[config.mk]
export PLATFORM = sky130hd
export DESIGN_NAME = pl_reset_sequencer
export DESIGN_NICKNAME = d
export VERILOG_FILES = /design/src/rtl/pl_reset_sequencer.sv
export SDC_FILE = /design/constraint.sdc
export NUM_CORES = 1
export LEC_CHECK = 0
export ABC_AREA = 1
export CAP_MARGIN = 20
export CORE_MARGIN = 5
export CORE_UTILIZATION = 53
export CTS_CLUSTER_SIZE = 14
export DETAILED_ROUTE_END_ITERATION = 12
export PLACE_DENSITY = 0.75
export SETUP_SLACK_MARGIN = 0.4
export SLEW_MARGIN = 20
export SYNTH_ARGS = -nofsm -noshare
export SYNTH_HDL_FRONTEND = slang
export SYNTH_SLANG_ARGS = --single-unit
[constraint.sdc]
create_clock -name pl_clk0 -period 2.2 [get_ports pl_clk0]
set_clock_uncertainty 0.15 [all_clocks]
set_input_delay 0.44 -clock pl_clk0 [delete_from_list [all_inputs] [get_ports pl_clk0]]
set_output_delay 0.44 -clock pl_clk0 [all_outputs]
set_load 0.005 [all_outputs]
[src/rtl/pl_reset_sequencer.sv]
// rtl/pl_reset_sequencer.sv - PL reset sequencer: MMCM lock debounce, ordered reset release, lock-loss and warm-reset handling
module pl_reset_sequencer #(
    parameter int LOCK_DEBOUNCE = 16,
    parameter int IC_HOLD       = 8,
    parameter int PERIPH_HOLD   = 8,
    parameter int SW_RST_CYCLES = 16,
    parameter int CNT_W         = 8
) (
    input  logic             pl_clk0,
    input  logic             pl0_resetn,
    input  logic             locked,
    input  logic             sw_rst_req,
    output logic             ic_resetn,
    output logic             periph_resetn,
    output logic             periph_reset,
    output logic             ready,
    output logic [2:0]       state,
    output logic [CNT_W-1:0] lock_loss_cnt
);

    typedef enum logic [2:0] {
        ST_RESET      = 3'd0,
        ST_WAIT_LOCK  = 3'd1,
        ST_DEBOUNCE   = 3'd2,
        ST_REL_IC     = 3'd3,
        ST_REL_PERIPH = 3'd4,
        ST_RUN        = 3'd5,
        ST_SWRST      = 3'd6
    } state_t;

    localparam logic [CNT_W-1:0] DEB_LAST = CNT_W'(LOCK_DEBOUNCE - 1);
    localparam logic [CNT_W-1:0] IC_LAST  = CNT_W'(IC_HOLD - 1);
    localparam logic [CNT_W-1:0] PH_LAST  = CNT_W'(PERIPH_HOLD - 1);
    localparam logic [CNT_W-1:0] SW_LAST  = CNT_W'(SW_RST_CYCLES - 1);
    localparam logic [CNT_W-1:0] CNT_ONE  = CNT_W'(1);
    localparam logic [CNT_W-1:0] CNT_MAX  = {CNT_W{1'b1}};

    state_t           r_state;
    state_t           w_next;
    logic             r_sync1;
    logic             r_sync2;
    logic [CNT_W-1:0] r_cnt;
    logic [CNT_W-1:0] w_cnt_next;
    logic [CNT_W-1:0] r_lock_loss_cnt;
    logic             w_lock_loss;
    logic             r_ic_resetn;
    logic             r_periph_resetn;
    logic             r_periph_reset;
    logic             r_ready;

    // locked comes from the clk_wizard domain; only r_sync2 may be used by the FSM
    always_ff @(posedge pl_clk0 or negedge pl0_resetn) begin
        if (!pl0_resetn) begin
            r_sync1 <= 1'b0;
            r_sync2 <= 1'b0;
        end else begin
            r_sync1 <= locked;
            r_sync2 <= r_sync1;
        end
    end

    always_comb begin
        w_next      = r_state;
        w_cnt_next  = r_cnt;
        w_lock_loss = 1'b0;
        case (r_state)
            ST_RESET: w_next = ST_WAIT_LOCK;
            ST_WAIT_LOCK: begin
                if (r_sync2) begin
                    w_next     = ST_DEBOUNCE;
                    w_cnt_next = '0;
                end
            end
            ST_DEBOUNCE: begin
                if (!r_sync2) begin
                    w_next = ST_WAIT_LOCK;
                end else if (r_cnt == DEB_LAST) begin
                    w_next     = ST_REL_IC;
                    w_cnt_next = '0;
                end else begin
                    w_cnt_next = r_cnt + CNT_ONE;
                end
            end
            ST_REL_IC, ST_REL_PERIPH, ST_RUN: begin
                // lock loss outranks both hold expiry and a software request
                if (!r_sync2) begin
                    w_next      = ST_WAIT_LOCK;
                    w_cnt_next  = '0;
                    w_lock_loss = 1'b1;
                end else if (r_state == ST_RUN) begin
                    if (sw_rst_req) begin
                        w_next     = ST_SWRST;
                        w_cnt_next = '0;
                    end
                end else if (r_state == ST_REL_IC) begin
                    if (r_cnt == IC_LAST) begin
                        w_next     = ST_REL_PERIPH;
                        w_cnt_next = '0;
                    end else begin
                        w_cnt_next = r_cnt + CNT_ONE;
                    end
                end else begin
                    if (r_cnt == PH_LAST) begin
                        w_next     = ST_RUN;
                        w_cnt_next = '0;
                    end else begin
                        w_cnt_next = r_cnt + CNT_ONE;
                    end
                end
            end
            ST_SWRST: begin
                if (r_cnt == SW_LAST) begin
                    w_next     = ST_WAIT_LOCK;
                    w_cnt_next = '0;
                end else begin
                    w_cnt_next = r_cnt + CNT_ONE;
                end
            end
            default: begin
                w_next     = ST_RESET;
                w_cnt_next = '0;
            end
        endcase
    end

    // outputs decode the next state so they switch on the same edge as the state
    always_ff @(posedge pl_clk0 or negedge pl0_resetn) begin
        if (!pl0_resetn) begin
            r_state         <= ST_RESET;
            r_cnt           <= '0;
            r_lock_loss_cnt <= '0;
            r_ic_resetn     <= 1'b0;
            r_periph_resetn <= 1'b0;
            r_periph_reset  <= 1'b1;
            r_ready         <= 1'b0;
        end else begin
            r_state         <= w_next;
            r_cnt           <= w_cnt_next;
            if (w_lock_loss && (r_lock_loss_cnt != CNT_MAX)) begin
                r_lock_loss_cnt <= r_lock_loss_cnt + CNT_ONE;
            end
            r_ic_resetn     <= (w_next == ST_REL_IC) || (w_next == ST_REL_PERIPH) || (w_next == ST_RUN);
            r_periph_resetn <= (w_next == ST_REL_PERIPH) || (w_next == ST_RUN);
            r_periph_reset  <= !((w_next == ST_REL_PERIPH) || (w_next == ST_RUN));
            r_ready         <= (w_next == ST_RUN);
        end
    end

    assign ic_resetn     = r_ic_resetn;
    assign periph_resetn = r_periph_resetn;
    assign periph_reset  = r_periph_reset;
    assign ready         = r_ready;
    assign state         = r_state;
    assign lock_loss_cnt = r_lock_loss_cnt;

endmodule

==> out/qor.txt <==
top_reg_cell synth -> dfrtp_1
asr flop ratio synth -> 100%
die width -> 59.4 µm
Worst Setup End Kind -> flip-flop
count of final setup violators -> 0
Seq cells post-synth -> 25
htree depth -> 1
critical path class -> reg2reg
syn_area_per_cell -> 8.35 µm²
GRT Resource Usage Total -> 16.8%
antenna violations before repair -> 0
Routed WL per cell -> 12.4 µm
Post-Syn Area -> 1290 µm²
clock latency on the worst-skew pair -> 310 ps
Die ar. -> 3530 µm²
reported max-cap violation count -> 0
# hold bufs at CTS -> 0
post-DP HPWL -> 1.85 mm
HP Class -> reg2reg
Netlist cell types -> 24
Root Driver -> clkbuf_4
Hold Vio Cnt, Final -> 0
sequential area share after synthesis -> 48.5%
Yosys warning count -> 0
Peak supply drop -> 717 µV
Max Buffers Root-to-Sink -> 2
DRC Markers -> 0
total vias in the final route -> 1127
Routed WL -> 2.80 mm
final antenna-violating net count -> 0
fin crit period -> 1750 ps
Final Cycle Share -> 79.6%
vias per cell -> 4.99
status -> finished clean
PD cells -> 840 nW/µm²
first-pass GRT wire length -> 4.56 mm
leakage power -> 0.00102 µW
Startpoint Class -> flip-flop
Max Fclk -> 0.571 GHz
clk slew on worst S/H paths -> 140 ps
Hold Slack -> 225 ps
number of synthesized flops with an enable pin -> 0
Port Buffers -> 18
DR pass1 iterations -> 4
GRT overflow -> 0
most common cell after layout, fill and taps aside -> nand2_1
final-report max-slew violation count -> 0
vias in the first global route -> 1070
layout cells sized above 1 -> 24.0%
Max FO, Critical Path -> 6
clk sink count -> 25
worst slew pin tran -> 302 ps
Die Ht -> 59.4 µm
pin count of the biggest net entering global routing -> 26
num rows -> 18
crit path DAT -> 1810 ps
nets -> 203
Mapped Cells -> 155
Num CTS Buffers -> 3
RSZ-0062 raised after global routing -> false
WP data required -> 2260 ps
Synthesized Nets -> 161
area grow syn2layout -> 35.3%
Ports -> 19
core area -> 2410 µm²
Slew HR -> 79.8%
CTS tree -> built
Starting Density -> 53.7%
Final Wtd Congestion -> 0.803
Fin Setup TNS -> 0 ps
Starting DRT DRC Count -> 61
most frequent cells in the layout -> nand2_1, dfrtp_1, nor2_1, buf_4, inv_1
antenna cells -> 0
==> Yosys cell counts, types with 2 or more instances <==
cell,instances,area (µm²)
o21ai_1,2,10.0
inv_1,18,67.6
nand2_2,3,18.8
nor2_1,21,78.8
nand4_1,4,25.0
nor2_2,3,18.8
xnor2_1,6,52.6
nand3_1,10,50.1
nand3_2,3,30.0
ha_1,2,25.0
xor2_1,4,35.0
nand2_1,38,143
inv_2,2,7.51
o21ai_0,6,30.0
dfrtp_1,24,601
==> through the flow <==
| stage | cells | utilization (%) | area, µm² | worst slack, ps | power (µW) |
|---|---|---|---|---|---|
| global placement | 204 | 63.0 | 1520 | 393 | 1140 |
| finish | 226 | 72.6 | 1750 | 449 | 1470 |
| CTS | 218 | 67.2 | 1620 | 262 | 1420 |
| global route | 226 | 72.6 | 1750 | 350 | 1600 |
| floorplan | 155 | - | 1290 | 608 | 937 |
| detailed placement | 204 | 63.0 | 1520 | 360 | 1150 |
==> cell type report <==
type / count / area (µm²)
Clock buffer: 4 / 26.3
Fill cell: 184 / 659
Inverter: 20 / 77.6
Multi-Input combinational cell: 110 / 632
Timing Repair Buffer: 37 / 347
Tap cell: 30 / 37.5
Sequential cell: 25 / 631
==> flip-flops by register name, summed over array words and instances (netlist names) <==
register,cells
periph_reset,1
ready,1
r_cnt,8
r_sync2,1
periph_resetn,1
ic_resetn,1
lock_loss_cnt,8
state,3
r_sync1,1
==> worst max-delay path, stage by stage (launching register included) <==
cell and delay (ps):
dfrtp_1 410, buf_4 150, ha_1 220, nand3_1 100, nor2_1 70, nand3_2 100
nand3_4 110, or2_1 240, xnor2_1 120
==> logic make-up after synthesis <==
group                    count (synthesis)  share of synthesized area [%]
XOR/XNOR                                10                           6.77
AO/OA/AOI/OAI                           12                           6.00
buffers and inverters                   20                           5.80
adder cells (fa/ha/maj)                  2                           1.93
AND/OR/NAND/NOR                         86                           31.0
flip-flops                              25                           48.5
==> power breakdown <==
group | internal [µW] | switching (µW) | total (µW)
registers | 538 | 46.7 | 584
clock network | 70.7 | 137 | 207
logic | 303 | 375 | 678
==> final timing paths <==
kind                                           endpoint                    startpoint  cells past startpoint  slack [ps]
hold reg to reg                       r_sync2$_DFF_PN0_             r_sync1$_DFF_PN0_                      0         230
max in group asynchronous        periph_reset$_DFF_PN1_                    pl0_resetn                      2        1310
setup reg to reg           lock_loss_cnt[4]$_DFFE_PN0P_  lock_loss_cnt[1]$_DFFE_PN0P_                      8         450
hold / removal                        r_sync2$_DFF_PN0_             r_sync1$_DFF_PN0_                      0         230
min in group asynchronous          r_cnt[6]$_DFFE_PN0P_                    pl0_resetn                      2         310
setup / recovery           lock_loss_cnt[4]$_DFFE_PN0P_  lock_loss_cnt[1]$_DFFE_PN0P_                      8         450
==> per-layer routing <==
metal	vias to the layer above	wire, µm	GRT usage (%)
li1	571	-	-
met4	0	56	6.47
met1	524	1220	21.9
met5	-	0	0
met2	24	1440	27.9
met3	8	89	2.40
==> timing repair <==
action,4_1_cts,5_1_grt
buffers inserted,10,8
gates resized for setup,6,23
pin swaps,0,1
cloned,0,0
endpoints found under the setup margin,12,24
(Power assumes the default switching activity.)
